$ cat src/rtl/axis_frame_streamer.sv
// rtl/axis_frame_streamer.sv - reads a frame from input RAM, streams it out over AXIS, collects the result packet
module axis_frame_streamer #(
    parameter int DATA_SIZE     = 32,
    parameter int IN_COUNT      = 784,
    parameter int OUT_COUNT     = 10,
    parameter int IN_ADR_WIDTH  = (IN_COUNT > 1) ? $clog2(IN_COUNT) : 1,
    parameter int OUT_ADR_WIDTH = (OUT_COUNT > 1) ? $clog2(OUT_COUNT) : 1
) (
    input  logic                     clk,
    input  logic                     rst,
    input  logic                     start,
    output logic                     busy,
    output logic                     done,
    output logic                     err,
    output logic [IN_ADR_WIDTH-1:0]  mem_adr,
    input  logic [DATA_SIZE-1:0]     mem_data,
    output logic [DATA_SIZE-1:0]     m_axis_data,
    output logic                     m_axis_valid,
    output logic                     m_axis_last,
    input  logic                     m_axis_ready,
    input  logic [DATA_SIZE-1:0]     s_axis_data,
    input  logic                     s_axis_valid,
    input  logic                     s_axis_last,
    output logic                     s_axis_ready,
    output logic [OUT_ADR_WIDTH-1:0] res_adr,
    output logic [DATA_SIZE-1:0]     res_data,
    output logic                     res_wr
);

    typedef enum logic [2:0] {IDLE, FETCH, CAPTURE, SEND, RECV, FIN} state_t;

    localparam logic [IN_ADR_WIDTH-1:0]  TX_LAST = IN_ADR_WIDTH'(IN_COUNT - 1);
    localparam logic [OUT_ADR_WIDTH-1:0] RX_LAST = OUT_ADR_WIDTH'(OUT_COUNT - 1);

    state_t                   state_q;
    logic [IN_ADR_WIDTH-1:0]  tx_cnt_q;
    logic [IN_ADR_WIDTH-1:0]  mem_adr_q;
    logic [OUT_ADR_WIDTH-1:0] rx_cnt_q;
    logic [OUT_ADR_WIDTH-1:0] res_adr_q;
    logic [DATA_SIZE-1:0]     m_data_q;
    logic [DATA_SIZE-1:0]     res_data_q;
    logic                     m_valid_q;
    logic                     m_last_q;
    logic                     res_wr_q;
    logic                     done_q;
    logic                     err_q;

    always_ff @(posedge clk or posedge rst) begin
        if (rst) begin
            state_q    <= IDLE;
            tx_cnt_q   <= '0;
            mem_adr_q  <= '0;
            rx_cnt_q   <= '0;
            res_adr_q  <= '0;
            m_data_q   <= '0;
            res_data_q <= '0;
            m_valid_q  <= 1'b0;
            m_last_q   <= 1'b0;
            res_wr_q   <= 1'b0;
            done_q     <= 1'b0;
            err_q      <= 1'b0;
        end else begin
            done_q   <= 1'b0;
            res_wr_q <= 1'b0;
            case (state_q)
                IDLE: begin
                    if (start) begin
                        state_q   <= FETCH;
                        mem_adr_q <= '0;
                        tx_cnt_q  <= '0;
                        rx_cnt_q  <= '0;
                        err_q     <= 1'b0;
                    end
                end
                FETCH: state_q <= CAPTURE;
                CAPTURE: begin
                    m_data_q  <= mem_data;
                    m_valid_q <= 1'b1;
                    m_last_q  <= (tx_cnt_q == TX_LAST);
                    state_q   <= SEND;
                end
                SEND: begin
                    if (m_valid_q && m_axis_ready) begin
                        m_valid_q <= 1'b0;
                        m_last_q  <= 1'b0;
                        if (m_last_q) begin
                            state_q <= RECV;
                        end else begin
                            tx_cnt_q  <= tx_cnt_q + 1'b1;
                            mem_adr_q <= mem_adr_q + 1'b1;
                            state_q   <= FETCH;
                        end
                    end
                end
                RECV: begin
                    if (s_axis_valid) begin
                        res_wr_q   <= 1'b1;
                        res_adr_q  <= rx_cnt_q;
                        res_data_q <= s_axis_data;
                        // A packet that ends early or runs long is flagged; excess beats stay stalled.
                        if (s_axis_last || (rx_cnt_q == RX_LAST)) begin
                            err_q   <= (s_axis_last != (rx_cnt_q == RX_LAST));
                            done_q  <= 1'b1;
                            state_q <= FIN;
                        end else begin
                            rx_cnt_q <= rx_cnt_q + 1'b1;
                        end
                    end
                end
                FIN:     state_q <= IDLE;
                default: state_q <= IDLE;
            endcase
        end
    end

    assign busy         = (state_q != IDLE);
    assign done         = done_q;
    assign err          = err_q;
    assign mem_adr      = mem_adr_q;
    assign m_axis_data  = m_data_q;
    assign m_axis_valid = m_valid_q;
    assign m_axis_last  = m_last_q;
    assign s_axis_ready = (state_q == RECV);
    assign res_adr      = res_adr_q;
    assign res_data     = res_data_q;
    assign res_wr       = res_wr_q;

endmodule

$ cat config.mk
export PLATFORM = sky130hd
export DESIGN_NAME = axis_frame_streamer
export DESIGN_NICKNAME = d
export VERILOG_FILES = /design/src/rtl/axis_frame_streamer.sv
export SDC_FILE = /design/constraint.sdc
export NUM_CORES = 1
export LEC_CHECK = 0
export ABC_AREA = 1
export CAP_MARGIN = 20
export CORE_ASPECT_RATIO = 1.4
export CORE_MARGIN = 5
export CORE_UTILIZATION = 35
export DETAILED_ROUTE_END_ITERATION = 8
export GPL_TIMING_DRIVEN = 0
export PLACE_DENSITY = 0.69
export SLEW_MARGIN = 20
export SYNTH_ARGS = -nofsm -noshare
export SYNTH_HDL_FRONTEND = slang
export SYNTH_SLANG_ARGS = --single-unit
$ cat constraint.sdc
create_clock -name clk -period 6.35 [get_ports clk]
set_input_delay 1.27 -clock clk [delete_from_list [all_inputs] [get_ports clk]]
set_output_delay 1.27 -clock clk [all_outputs]
set_load 0.02 [all_outputs]
==> results of run 1 <==
-- metrics by stage --
stage,util [%],cells,instance area [µm²],setup slack [ns]
3_3_place_gp,49.8,838,6160,0.935
2_1_floorplan,-,534,4430,2.46
3_5_place_dp,50.0,839,6190,3.47
6_report,52.7,855,6520,3.10
5_1_grt,52.7,855,6520,2.94
4_1_cts,52.7,855,6520,3.06
-- layout by cell type, fill, tap and decap left out, types with 5 or more instances in the layout --
cell type          n
buf_2              5
clkbuf_1           7
clkbuf_16          9
clkdlybuf4s50_1  154
dfrtp_1          100
ha_1               5
inv_1             32
nand2_1          268
nand3_1           28
nand4_1            8
nor2_1            18
o21ai_0           25
-- logic make-up after synthesis --
family / Yosys count / share of synthesized area [%]
simple gates: 337 / 30.9
fa+ha+maj: 5 / 1.41
xor+xnor: 4 / 0.791
buf+inv: 53 / 5.85
compound gates: 35 / 4.58
flops: 100 / 56.5
-- metal layers --
layer / share of wire (%) / wire length, µm / GRT usage (%) / vias to the layer above
met5: 0 / 0 / 0 / -
met4: 3.3 / 395 / 7.81 / 0
met3: 6.2 / 740 / 4.52 / 22
met2: 52 / 6230 / 27.4 / 115
met1: 39 / 4630 / 17.8 / 1863
li1: - / - / - / 1988
-- registers in the layout (all words and copies together), names as in the netlist --
register      count
m_axis_data      32
res_data         32
mem_adr          10
tx_cnt_q         10
res_adr           4
rx_cnt_q          4
state_q           3
done              1
err               1
m_axis_last       1
m_axis_valid      1
res_wr            1
-- worst min-delay path, stage by stage (launching register included) --
cell     delay (ns)
dfrtp_1        0.34
nand2_1        0.05
nand2_1        0.06
-- layout make-up --
cell class	instances	area (µm²)	share of cell area, %
Multi-Input combinational cell	381	1670	25.6
Inverter	36	143	2.19
Tap cell	150	188	2.88
Clock inverter	5	83.8	1.29
Buffer	17	121	1.86
Clock buffer	11	243	3.72
Timing Repair Buffer	155	1570	24.1
Sequential cell	100	2500	38.4
-- power by group through the flow --
stage / Sequential, mW / Combinational (mW) / Clock, mW
after CTS: 0.945 / 1.16 / 0.611
after global placement: 0.948 / 1.13 / 0
after detailed placement: 0.953 / 1.15 / 0
after floorplan: 1.12 / 0.459 / 0
final: 0.945 / 1.14 / 0.592
after global routing: 0.969 / 1.26 / 0.641
-- path summary, 6_finish.rpt --
check | start | to | slack, ns
hold reg to reg | res_data[25] | res_data[25] | 0.48
setup reg to reg | state_q[2] | tx_cnt_q[6] | 4.65
setup / recovery | state_q[1] | s_axis_ready | 3.10
max in group asynchronous | rst | rx_cnt_q[3] | 4.40
hold / removal | res_data[25] | res_data[25] | 0.48
min in group asynchronous | rst | res_data[19] | 1.31
==> metrics.yaml, run 1 <==
dp_hpwl_um: 9220
p_sw_share_pct: 38.0
maxCapViolations: 0
setup_tns_ns: 0
viasPerCell: 4.66
critPathRequiredTime_ns: 5.08
worstSetupPathType: "reg -> out"
synthFlopType: "dfrtp_1"
hold_class: "reg -> reg"
syn_avg_cell_area_um2: 8.29
drcViolationCount: 0
cts_tree: "done"
final.fill_count: 1147
synthArstFlopShare_pct: 100
grtUsageTotal_pct: 15.8
initial_core_util_pct: 35.8
timing.hold.ws_ns: 0.479
synth_common_cells: "nand2_1, dfrtp_1, inv_1, nand3_1, o21ai_0"
switching_power_mw: 1.02
crit_slowest_cell: "clkdlybuf4s50_1"
start_kind: "flip-flop"
synth_cell_types: 27
cp.arrival_ns: 1.98
timing.fmax_mhz: 308
cts-buffers-inserted: 9
port_buffers: 154
r2r_cells: 9
synth-seq-cells: 100
critPathCaptureType: "output port"
cp_slowest_stage_delay_ns: 0.64
worst_pin_slew_ns: 0.434
synthCells: 534
min_path_cells: 2
wl_per_cell_um: 14.0
finalWirelength_um: 12000
postCtsHoldBufs: 0
grt_overflow: 0
critPathTopFamily: "buffers and inverters"
cts_buffer_depth: 2
synthesis.nets: 609
area_growth_pct: 47.1
worstPathCellList: "nor2_1 -> nand2_1 -> inv_2 -> clkdlybuf4s50_1"
period_share_pct: 51.2
clock_latency_ns: 0.34
die_h_um: 143
fp-row-count: 48
hold_viol: 0
seq_power_share_pct: 35.3
grt_pass1_vias: 4042
via_count: 3988
fin_nets: 775
antenna_found_initial: 0
p_clk_share_pct: 22.1
dieArea_um2: 15000
rsz0062_at_grt: "no"
cp_max_fo: 6
io_pins: 155
path_buf_inv: 2
p_leak_nw: 3.18
ir_drop_uv: 200
fin_skew_ns: 0.00567
yosysWarnings: 0
cts_resized: 0
grt_pass1_wl_um: 19300
coreArea_um2: 12400
timing.slew.headroom_pct: 71.1
p_per_area_nw_per_um2: 410
drv_slew: 0
syn_area_um2: 4430
first_iter_violations: 112
fin_crit_ns: 3.25
synth_top_cell_by_area: "dfrtp_1"
cts.sinks: 100
fp.dieW_um: 105
place.gp.congestion: 0.829
clk_pin_slew_ns: 0.07
synth_most_common_cell: "nand2_1"
yosys.area.top_type_share_pct: 56.5
grt_start_max_net_pins: 65
htreeDepth: 3
clockRootBuffer: "clkbuf_16"
power_mw: 2.67
ys_seq_area_share_pct: 56.5
comb_power_share_pct: 42.6
postCtsSetupRepairBufs: 0
synth_edf_count: 0
path_depth: 4
synth_area_leaders: "dfrtp_1, nand2_1, nand3_1, o21ai_0, inv_1"
drt-pass1-iter-count: 4
diodes: 0
internal_power_mw: 1.66
ant_nets: 0
setup_viol: 0
drive_gt1_share_pct: 6.38
status: "finished clean"
Power figures use the tool's default switching activity.
==> run 2, diff against run 1 <==
==> constraint.sdc (replaced) <==
create_clock -name clk -period 3.2 [get_ports clk]
set_input_delay 0.64 -clock clk [delete_from_list [all_inputs] [get_ports clk]]
set_output_delay 0.64 -clock clk [all_outputs]
set_load 0.02 [all_outputs]
==> metrics.yaml, run 2 (synthesis gave the netlist of run 1 again) <==
maxCapViolations: 0
drive_gt1_share_pct: 6.52
setup_viol: 0
status: "finished clean"
antenna_found_initial: 0
drv_slew: 0
area_growth_pct: 47.1
fp.dieW_um: 105
cts_buffer_depth: 2
start_kind: "flip-flop"
ir_drop_uv: 441
reg2reg_from: "state_q[1]"
htreeDepth: 3
dieArea_um2: 15000
grt_pass1_vias: 4166
cts_resized: 0
postCtsHoldBufs: 0
cts.sinks: 100
p_leak_nw: 3.18
drt-pass1-iter-count: 4
grt_start_max_net_pins: 36
r2r_setup_slack_ns: 1.46
worst_pin_slew_ns: 0.432
critPathCaptureType: "output port"
cp.arrival_ns: 2.01
grt_overflow: 0
grtUsageTotal_pct: 16.4
io_pins: 155
rsz0062_at_grt: "no"
drcViolationCount: 0
ant_nets: 0
critPathLaunch: "state_q[1]"
cp_max_fo: 6
coreArea_um2: 12400
timing.slew.headroom_pct: 71.2
timing.fmax_mhz: 377
postCtsSetupRepairBufs: 0
grt_pass1_wl_um: 20200
dp_slack_ns: 0.937
cts_tree: "done"
final.fill_count: 1178
final_common_cell: "nand2_1"
dp_hpwl_um: 9320
first_iter_violations: 121
mostFrequentLayoutCells: "nand2_1, clkdlybuf4s50_1, dfrtp_1, inv_1, nand3_1"
hold_viol: 0
clockRootBuffer: "clkbuf_16"
cts-buffers-inserted: 9
initial_core_util_pct: 35.8
die_h_um: 143
fin_skew_ns: 0.00883
final_core_util_pct: 52.7
worstSetupPathType: "reg -> out"
setup_tns_ns: 0
clk_pin_slew_ns: 0.07
fin_nets: 777
endpoint: "s_axis_ready"
fin_crit_ns: 2.65
diodes: 0
port_buffers: 154
timing.final.ws_setup_ns: 0.551
clock_latency_ns: 0.35
r2r_cells: 8
p_per_area_nw_per_um2: 802
viasPerCell: 4.71
r2r_end: "res_data[8]"
period_share_pct: 82.8
hold_start: "m_axis_data[28]"
wl_per_cell_um: 14.2
hold_class: "reg -> reg"
via_count: 4029
critPathRequiredTime_ns: 2.56
fp-row-count: 48
place.gp.congestion: 0.850
finalWirelength_um: 12100
-- run 2: cell count changes in the layout (fill, tap and decap cells not counted) --
cell,previous run,this run
buf_16,1,0
bufinv_16,2,1
inv_6,2,0
buf_12,0,3
clkbuf_8,2,1
clkinv_4,0,3
-- run 2: how the worst min path moves through the flow --
| stage | endpoint | slack (ns) | cells past startpoint |
|---|---|---|---|
| floorplan | tx_cnt_q[9] | 0.49 | 2 |
| global placement | m_axis_data[2] | 0.46 | 2 |
| detailed placement | res_data[20] | 0.46 | 2 |
| CTS | res_data[11] | 0.48 | 2 |
| global route | res_adr[3] | 0.50 | 2 |
| finish | m_axis_data[28] | 0.48 | 2 |
-- run 2: power by group --
group / total [mW] / internal, mW / switching, mW
registers: 1.89 / 1.62 / 0.269
clock network: 1.08 / 0.606 / 0.475
logic: 2.26 / 0.969 / 1.29
-- run 2: final cells by class --
type / instances / area (µm²) / area share [%]
Sequential cell: 100 / 2500 / 38.4
Clock buffer: 10 / 229 / 3.51
Clock inverter: 5 / 63.8 / 0.979
Buffer: 17 / 121 / 1.86
Inverter: 36 / 141 / 2.17
Tap cell: 150 / 188 / 2.88
Timing Repair Buffer: 157 / 1600 / 24.6
Multi-Input combinational cell: 381 / 1670 / 25.6
-- run 2: through the flow --
stage	area [µm²]	power [mW]	cells	hold slack (ns)
after floorplan	4430	3.14	534	0.492
after global placement	6160	4.12	838	0.461
after detailed placement	6220	4.19	841	0.465
after CTS	6520	5.29	856	0.482
after global routing	6520	5.60	856	0.500
final	6520	5.23	856	0.478
-- run 2: metal layers --
metal	GRT usage (%)	share of wire (%)
met5	0	0
met4	7.61	3.2
met3	4.75	5.6
met2	27.7	51
met1	19.2	40
-- run 2: critical path: stages (launching register included) --
cell             delay (ns)
dfrtp_1                0.46
nor2_1                 0.26
nand2_1                0.16
inv_2                  0.15
clkdlybuf4s50_1        0.63
==> run 3, diff against run 2 <==
==> constraint.sdc (replaced) <==
create_clock -name clk -period 2.75 [get_ports clk]
set_input_delay 0.55 -clock clk [delete_from_list [all_inputs] [get_ports clk]]
set_output_delay 0.55 -clock clk [all_outputs]
set_load 0.02 [all_outputs]
==> results of run 3 <==
The final DEF is identical to that of run 2. Status: finished clean.
Among the figures that moved: setup slack after placement 0.937 ns -> 0.577 ns; setup slack after layout 0.551 ns -> 0.191 ns; hold slack 0.478 ns -> 0.474 ns; register-to-register setup slack 1.46 ns -> 1.01 ns; total power 5.23 mW -> 6.08 mW; worst IR drop on VDD 441 µV -> 513 µV
